<file path="src/rtl/recirculador_fifo.sv">
// recirculador_fifo: per-lane FIFOs that recirculate traffic toward the L1 mux, plus a one-cycle bypass toward the probe path
module recirculador_fifo #(
    parameter int DATA_W = 8,
    parameter int LANES  = 4,
    parameter int DEPTH  = 4
) (
    input  logic                      clk,
    input  logic                      reset,
    input  logic                      active,
    input  logic [LANES*DATA_W-1:0]   data_in,
    input  logic [LANES-1:0]          valid_in,
    input  logic [LANES-1:0]          pause_l1,
    output logic [LANES*DATA_W-1:0]   data_activo,
    output logic [LANES-1:0]          valid_activo,
    output logic [LANES*DATA_W-1:0]   data_desactivado,
    output logic [LANES-1:0]          valid_desactivado,
    output logic [LANES-1:0]          fifo_full,
    output logic [LANES-1:0]          fifo_empty,
    output logic [LANES-1:0]          overflow,
    output logic                      draining
);
    localparam int AW = $clog2(DEPTH);
    localparam logic [AW:0] FULL_CNT = (AW+1)'(DEPTH);

    typedef enum logic [1:0] {PASS, ACTIVE, DRAIN} state_t;

    state_t                  r_state, w_next;
    logic [DATA_W-1:0]       r_mem [LANES][DEPTH];
    logic [AW-1:0]           r_wptr [LANES];
    logic [AW-1:0]           r_rptr [LANES];
    logic [AW:0]             r_cnt [LANES];
    logic [AW:0]             w_cnt_nx [LANES];
    logic [LANES-1:0]        w_push, w_pop, w_drop, w_nonempty_nx;
    logic [LANES*DATA_W-1:0] r_data_activo, r_data_des;
    logic [LANES-1:0]        r_valid_activo, r_valid_des, r_full, r_empty, r_overflow;

    // per-lane push/pop/drop decisions and the occupancy each lane will have after this edge
    always_comb begin
        w_push        = '0;
        w_pop         = '0;
        w_drop        = '0;
        w_nonempty_nx = '0;
        for (int i = 0; i < LANES; i++) begin
            w_pop[i]         = (r_cnt[i] != '0) && !pause_l1[i];
            w_push[i]        = active && valid_in[i] && ((r_cnt[i] != FULL_CNT) || w_pop[i]);
            w_drop[i]        = active && valid_in[i] && (r_cnt[i] == FULL_CNT) && !w_pop[i];
            w_cnt_nx[i]      = r_cnt[i] + (AW+1)'(w_push[i]) - (AW+1)'(w_pop[i]);
            w_nonempty_nx[i] = (w_cnt_nx[i] != '0);
        end
    end

    // FIFO storage writes; a full lane that pops frees the slot the write pointer now targets
    always_ff @(posedge clk) begin
        for (int i = 0; i < LANES; i++)
            if (reset && w_push[i])
                r_mem[i][r_wptr[i]] <= data_in[i*DATA_W +: DATA_W];
    end

    // pointers, counts, status flags and both registered output paths
    always_ff @(posedge clk) begin
        if (!reset) begin
            for (int i = 0; i < LANES; i++) begin
                r_wptr[i] <= '0;
                r_rptr[i] <= '0;
                r_cnt[i]  <= '0;
            end
            r_data_activo  <= '0;
            r_data_des     <= '0;
            r_valid_activo <= '0;
            r_valid_des    <= '0;
            r_full         <= '0;
            r_empty        <= '1;
            r_overflow     <= '0;
        end else begin
            for (int i = 0; i < LANES; i++) begin
                r_cnt[i]          <= w_cnt_nx[i];
                r_full[i]         <= (w_cnt_nx[i] == FULL_CNT);
                r_empty[i]        <= (w_cnt_nx[i] == '0);
                r_valid_activo[i] <= w_pop[i];
                r_valid_des[i]    <= !active && valid_in[i];
                if (w_drop[i])
                    r_overflow[i] <= 1'b1;
                if (w_push[i])
                    r_wptr[i] <= r_wptr[i] + AW'(1);
                if (w_pop[i]) begin
                    r_rptr[i]                          <= r_rptr[i] + AW'(1);
                    r_data_activo[i*DATA_W +: DATA_W]  <= r_mem[i][r_rptr[i]];
                end
                if (!active && valid_in[i])
                    r_data_des[i*DATA_W +: DATA_W] <= data_in[i*DATA_W +: DATA_W];
            end
        end
    end

    // state register
    always_ff @(posedge clk) begin
        if (!reset)
            r_state <= PASS;
        else
            r_state <= w_next;
    end

    // next state; emptiness is judged after this edge's pops so a lone word leaving does not enter DRAIN
    always_comb begin
        w_next = r_state;
        case (r_state)
            PASS:    w_next = active ? ACTIVE : PASS;
            ACTIVE:  w_next = active ? ACTIVE : (|w_nonempty_nx ? DRAIN : PASS);
            DRAIN:   w_next = active ? ACTIVE : (|w_nonempty_nx ? DRAIN : PASS);
            default: w_next = PASS;
        endcase
    end

    assign data_activo       = r_data_activo;
    assign valid_activo      = r_valid_activo;
    assign data_desactivado  = r_data_des;
    assign valid_desactivado = r_valid_des;
    assign fifo_full         = r_full;
    assign fifo_empty        = r_empty;
    assign overflow          = r_overflow;
    assign draining          = (r_state == DRAIN);
endmodule

</file>
<file path="config.mk">
export PLATFORM = sky130hd
export DESIGN_NAME = recirculador_fifo
export DESIGN_NICKNAME = d
export VERILOG_FILES = /design/src/rtl/recirculador_fifo.sv
export SDC_FILE = /design/constraint.sdc
export NUM_CORES = 1
export LEC_CHECK = 0
export ABC_AREA = 1
export CORE_MARGIN = 2
export CORE_UTILIZATION = 55
export CTS_CLUSTER_DIAMETER = 80
export DETAILED_ROUTE_END_ITERATION = 10
export GPL_TIMING_DRIVEN = 0
export PLACE_DENSITY = 0.81
export SLEW_MARGIN = 20
export SYNTH_ARGS = -nofsm -noshare
export SYNTH_HDL_FRONTEND = slang
export SYNTH_SLANG_ARGS = --single-unit
</file>
<file path="constraint.sdc">
create_clock -name clk -period 2.5 [get_ports clk]
set_input_delay 0.375 -clock clk [delete_from_list [all_inputs] [get_ports clk]]
set_output_delay 0.375 -clock clk [all_outputs]
set_load 0.01 [all_outputs]
</file>
==> flow_summary.ini, run 1 <==
[setup_path]
timing_worst_setup_path_type = reg -> reg
path_cells = nor2_1 -> a21oi_2 -> ha_1 -> inv_1 -> ha_1 -> inv_1 -> fa_1 -> inv_1 -> nand2_1 -> and2_1 -> nor4_1
critPathLaunchType = flop
cp_max_fo = 4
crit_required_ns = 2.87
path_common_cell = inv_1
max_stage_delay_ns = 0.42
critPathSlowestCell = fa_1
cp.arrival_ns = 2.73
endpoint_kind = flop

[floorplanning]
initial_core_util_pct = 55.8
die_h_um = 136
dieWidth_um = 136
core_area_um2 = 17200
num_rows = 48
io_pins = 128
die-area_um2 = 18500

[detailed_routing]
firstDrtPassIters = 5
num_vias = 6769
final_antenna_net_count = 0
wl_met3_um = 1560
drc_errors = 0
wire_per_inst_um = 17.1
met1_length_um = 8970
wl_met2_um = 10700
avgViaCountPerCell = 5.37
maxUsedRoutingLayer = met4
drt_iter0_drc = 528
wirelength_um = 21600

[global_route]
grt_pass1_wl_um = 33700
overflow = 0
grt_pass1_vias = 6607
grt_antenna_before_repair = 0
grt_max_degree = 16
grt_use_total_pct = 23.4

[cts]
cts_max_level = 1
clk_pin_slew_ns = 0.06
cts.sinks = 242
cts_tree = done
clock-root-buffer = clkbuf_16
insertion_delay_ns = 0.51
cts_buffer_depth = 3
cts_buffers = 24
cts_hold_buf = 0

[logic_synthesis]
synth.top_cell.area_share_pct = 45.1
yosys_warnings = 0
syn_inst = 862
ys_seq_elements = 242
syn-num-nets = 936
syn_area_per_cell_um2 = 11.1
yosysTopAreaCell = edfxtp_1
synth_cell_types = 32
yosysSeqAreaShare_pct = 65.6
synth_area_um2 = 9590
synth_area_leaders = edfxtp_1, dfxtp_1, nor2_1, o21ai_0, ha_1

[layout]
syn2layout_area_growth_pct = 25.2
fin_cells = 1260
mostFrequentLayoutCell = nor2_1
nets = 1091
diodes = 0
post-route-util_pct = 69.9
layout_common_cells = nor2_1, edfxtp_1, clkdlybuf4s50_1, dfxtp_1, o21ai_0
drive_gt1_share_pct = 11.0
fill_cells = 1278

[place]
pre_cts_ws_ns = -0.286
place_hpwl_um = 14400
port_buffers = 127
dpl.cell_count = 1214
gp_congestion = 0.843

[power_and_ir_drop]
leakage_nw = 4.58
power_density_nw_per_um2 = 991
total_power_mw = 11.9
ir_drop_v = 0.000560

[sta]
relSlewSlack_pct = 43.0
hold_viol = 0
grt_setup_unrepaired = no
drv_slew = 0
worst_slack_ns = 0.143
worstMarginPinSlew_ns = 0.851
fin_crit_sh_pct = 94.3
fmax_ghz = 0.424
fin_crit_ns = 2.36
fin_setup_tns_ns = 0
fin_skew_ns = 0.00828
setup_viol = 0

[hold_path]
hold_class = reg -> reg

[run]
max_cap_violations = 0

[outcome]
status = finished clean
[report_power, final]
part	internal [mW]	leakage (nW)	total [mW]	switching, mW
clock network	2.30	0.401	3.81	1.51
registers	4.67	2.13	4.91	0.240
logic	1.35	2.05	3.18	1.83
total	8.32	4.58	11.9	3.58
[routing by layer]
layer  vias up  GRT usage, %
li1       3248             -
met1      3246          30.6
met2       235          40.6
met3        40          4.29
met4         0          5.27
met5         -             0
[synth_stat cells, drive strengths merged]
cell type	count
nand3b	1
nor4	4
dfxtp	98
edfxtp	144
nor3	1
ha	27
and2	3
clkinv	2
fa	4
buf	23
o21ai	125
clkbuf	8
or2	4
nand3	48
o21a	4
nor2	176
a31oi	4
nand2	65
o22a	30
a21oi	9
inv	82
[worst paths after layout]
path	slack (ns)	cells past startpoint	startpoint	end
worst max-delay path	0.14	11	r_cnt[1][1]	fifo_full[1]
worst min-delay path	0.47	2	data_activo[17]	data_activo[17]
worst max register to register	0.14	11	r_cnt[1][1]	fifo_full[1]
worst min register to register	0.47	2	data_activo[17]	data_activo[17]
[metrics by stage]
stage	cell area, µm²	hold slack, ns
3_3_place_gp	11100	0.447
6_report	12000	0.473
3_5_place_dp	11100	0.452
5_1_grt	12000	0.487
4_1_cts	12000	0.479
2_1_floorplan	9590	0.474
[layout make-up]
cell class	count	area, µm²	area share, %
flip-flops and latches	242	6290	52.3
well taps	225	282	2.34
clock buffers	29	661	5.50
clock inverters	15	184	1.53
inverters	84	323	2.69
multi-input cells	505	2770	23.1
plain buffers	31	215	1.79
repair buffers	129	1290	10.7
[cells by family after synthesis]
kind of cell	synth area share (%)
compound gates	11.5
fa+ha+maj	4.36
buf+inv	5.61
flops	65.6
simple gates	13.0
[worst max-delay path, delay by kind of cell, from the launching register on]
family	cells	cell delay [ns]
buffers and inverters	3	0.18
adder cells (fa/ha/maj)	3	0.85
AO/OA/AOI/OAI	1	0.12
AND/OR/NAND/NOR	4	0.73
flip-flops	1	0.34
[sequential cells by signal, summed over array words and instances, names as in the netlist]
| signal | cells |
|---|---|
| data_desactivado | 32 |
| r_state | 2 |
| fifo_empty | 4 |
| overflow | 4 |
| valid_desactivado | 4 |
| valid_activo | 4 |
| data_activo | 32 |
| r_mem | 128 |
| r_rptr | 8 |
| fifo_full | 4 |
| r_wptr | 8 |
| r_cnt | 12 |
[timing repair]
item,4_1_cts,5_1_grt
endpoints found under the setup margin,0,4
setup buffers,0,2
gates resized for setup,0,2
No activity file was read; power rests on OpenSTA's default activity.
==> run 2: changes to the inputs <==
--- a/config.mk
+++ b/config.mk
@@ -6,12 +6,14 @@
 export NUM_CORES = 1
 export LEC_CHECK = 0
 export ABC_AREA = 1
+export CELL_PAD_IN_SITES_DETAIL_PLACEMENT = 2
+export CELL_PAD_IN_SITES_GLOBAL_PLACEMENT = 2
 export CORE_MARGIN = 2
-export CORE_UTILIZATION = 55
+export CORE_UTILIZATION = 36
 export CTS_CLUSTER_DIAMETER = 80
 export DETAILED_ROUTE_END_ITERATION = 10
 export GPL_TIMING_DRIVEN = 0
-export PLACE_DENSITY = 0.81
+export PLACE_DENSITY = 0.8
 export SLEW_MARGIN = 20
 export SYNTH_ARGS = -nofsm -noshare
 export SYNTH_HDL_FRONTEND = slang
==> run 2 against run 1 <==
The run now ends with DRC left. Cell count up 9.0%. Critical path depth up 2. Routed wire length up 30%. Clock skew up 0.0026 ns. Die area up 51%. Clock power up 2%.
==> flow_summary.ini, run 2 (synthesis gave the netlist of run 1 again) <==
[outcome]
status = finished with violations
violations = DRC

[cts]
insertion_delay_ns = 0.53
cts.sinks = 242
cts_hold_buf = 0
cts_buffer_depth = 3
clk_pin_slew_ns = 0.07
cts_tree = done
cts_buffers = 26
cts_max_level = 1
clock-root-buffer = clkbuf_16

[power_and_ir_drop]
ir_drop_v = 0.000469
power_density_nw_per_um2 = 1000
leakage_nw = 4.62

[floorplanning]
dieWidth_um = 167
die_h_um = 167
initial_core_util_pct = 36.7
num_rows = 59
die-area_um2 = 28000
io_pins = 128
core_area_um2 = 26100

[setup_path]
r2r_cells = 13
critPathLaunchType = flop
cp_max_fo = 3
endpoint_kind = flop
r2r_start = r_cnt[2][1]
crit_required_ns = 2.92
r2r-end = fifo_full[2]
cp.arrival_ns = 2.76
timing_worst_setup_path_type = reg -> reg
r2r_setup_slack_ns = 0.16

[layout]
post-route-util_pct = 46.7
fill_cells = 2668
nets = 1093
mostFrequentLayoutCell = nor2_1
largest_reg_flops = 128
diodes = 0
layout_common_cells = nor2_1, edfxtp_1, clkdlybuf4s50_1, dfxtp_1, o21ai_0
fin_cells = 1374
syn2layout_area_growth_pct = 27.2
drive_gt1_share_pct = 11.7

[place]
dpl.cell_count = 1324
pre_cts_ws_ns = -0.504
port_buffers = 127
place_hpwl_um = 19800
gp_congestion = 0.755

[sta]
fin_crit_sh_pct = 93.5
fin_crit_ns = 2.34
fmax_ghz = 0.428
fin_setup_tns_ns = 0
drv_slew = 0
worstMarginPinSlew_ns = 0.933
setup_viol = 0
hold_viol = 0
fin_skew_ns = 0.0109
worst_slack_ns = 0.162
relSlewSlack_pct = 37.5
grt_setup_unrepaired = yes

[detailed_routing]
drc_errors = 7
final_antenna_net_count = 0
num_vias = 6879
drt_iter0_drc = 290
wirelength_um = 28100
firstDrtPassIters = 9
wire_per_inst_um = 20.4
avgViaCountPerCell = 5.01

[global_route]
grt_max_degree = 15
grt_use_total_pct = 20.1
grt_pass1_wl_um = 43800
overflow = 0
grt_pass1_vias = 7706
grt_antenna_before_repair = 0

[run]
max_cap_violations = 0

[hold_path]
holdPathEnd = overflow[3]
hp-start = active
hold_class = in -> reg
min_path_cells = 4
-- run 2: cell types whose count changed in the layout (fill, tap and decap cells not counted), sizes merged --
cell | before | now
clkbuf | 37 | 43
clkinvlp | 4 | 1
bufinv | 4 | 2
clkinv | 8 | 10
clkdlybuf4s50 | 127 | 126
dlymetal6s2s | 0 | 1
inv | 83 | 84
-- run 2: per-stage QoR --
step / instance area (µm²) / hold WS (ns) / total power, mW
final: 12200 / 0.446 / 12.2
after global routing: 12200 / 0.470 / 12.9
after CTS: 12200 / 0.481 / 12.3
after detailed placement: 11300 / 0.468 / 8.33
after global placement: 11300 / 0.449 / 8.13
after floorplan: 9590 / 0.474 / 6.91
-- run 2: worst max path at each step --
stage	end	depth (start not counted)	slack, ns	from
after detailed placement	r_state[1]	11	-0.50	active
after global placement	r_state[1]	11	-0.37	active
after floorplan	r_state[1]	12	0.39	r_cnt[0][1]
after global routing	r_state[1]	12	-0.03	r_cnt[1][0]
after CTS	r_state[1]	12	0.006	r_cnt[0][1]
final	fifo_full[2]	13	0.16	r_cnt[2][1]
-- run 2: what timing repair did --
item | 4_1_cts | 5_1_grt
buffers inserted | 1 | 1
setup endpoints to repair | 2 | 19
resized for setup | 2 | 10
pin swaps | 1 | 2
-- run 2: layout make-up --
cell class | count | area [µm²] | share of cell area (%)
Tap cell | 335 | 419 | 3.44
Clock inverter | 13 | 120 | 0.985
Multi-Input combinational cell | 505 | 2800 | 23.0
Inverter | 84 | 323 | 2.65
Sequential cell | 242 | 6290 | 51.6
Timing Repair Buffer | 129 | 1290 | 10.6
Clock buffer | 35 | 736 | 6.03
Buffer | 31 | 215 | 1.76
-- run 2: critical path, stage by stage (launching register included) --
cell and delay, ns:
dfxtp_1 0.33, nor2_2 0.21, a21oi_4 0.11, ha_1 0.29, inv_1 0.04, ha_1 0.19, fa_1 0.41, inv_1 0.07
nand2_1 0.08, nand2_1 0.07, nand2_1 0.07, nand2_1 0.07, inv_1 0.06, nor4_2 0.22
-- run 2: power by group --
part           internal [mW]  leakage, nW  switching [mW]  total [mW]
logic                   1.38         2.07            2.01        3.39
clock network           2.27        0.422            1.60        3.87
registers               4.67         2.13           0.273        4.95
-- run 2: metal layers --
metal,global-route usage (%),vias to the layer above,wire [µm]
li1,-,3260,-
met4,4.57,0,529
met3,2.41,44,926
met1,25.4,3428,12200
met5,0,-,0
met2,36.7,147,14400
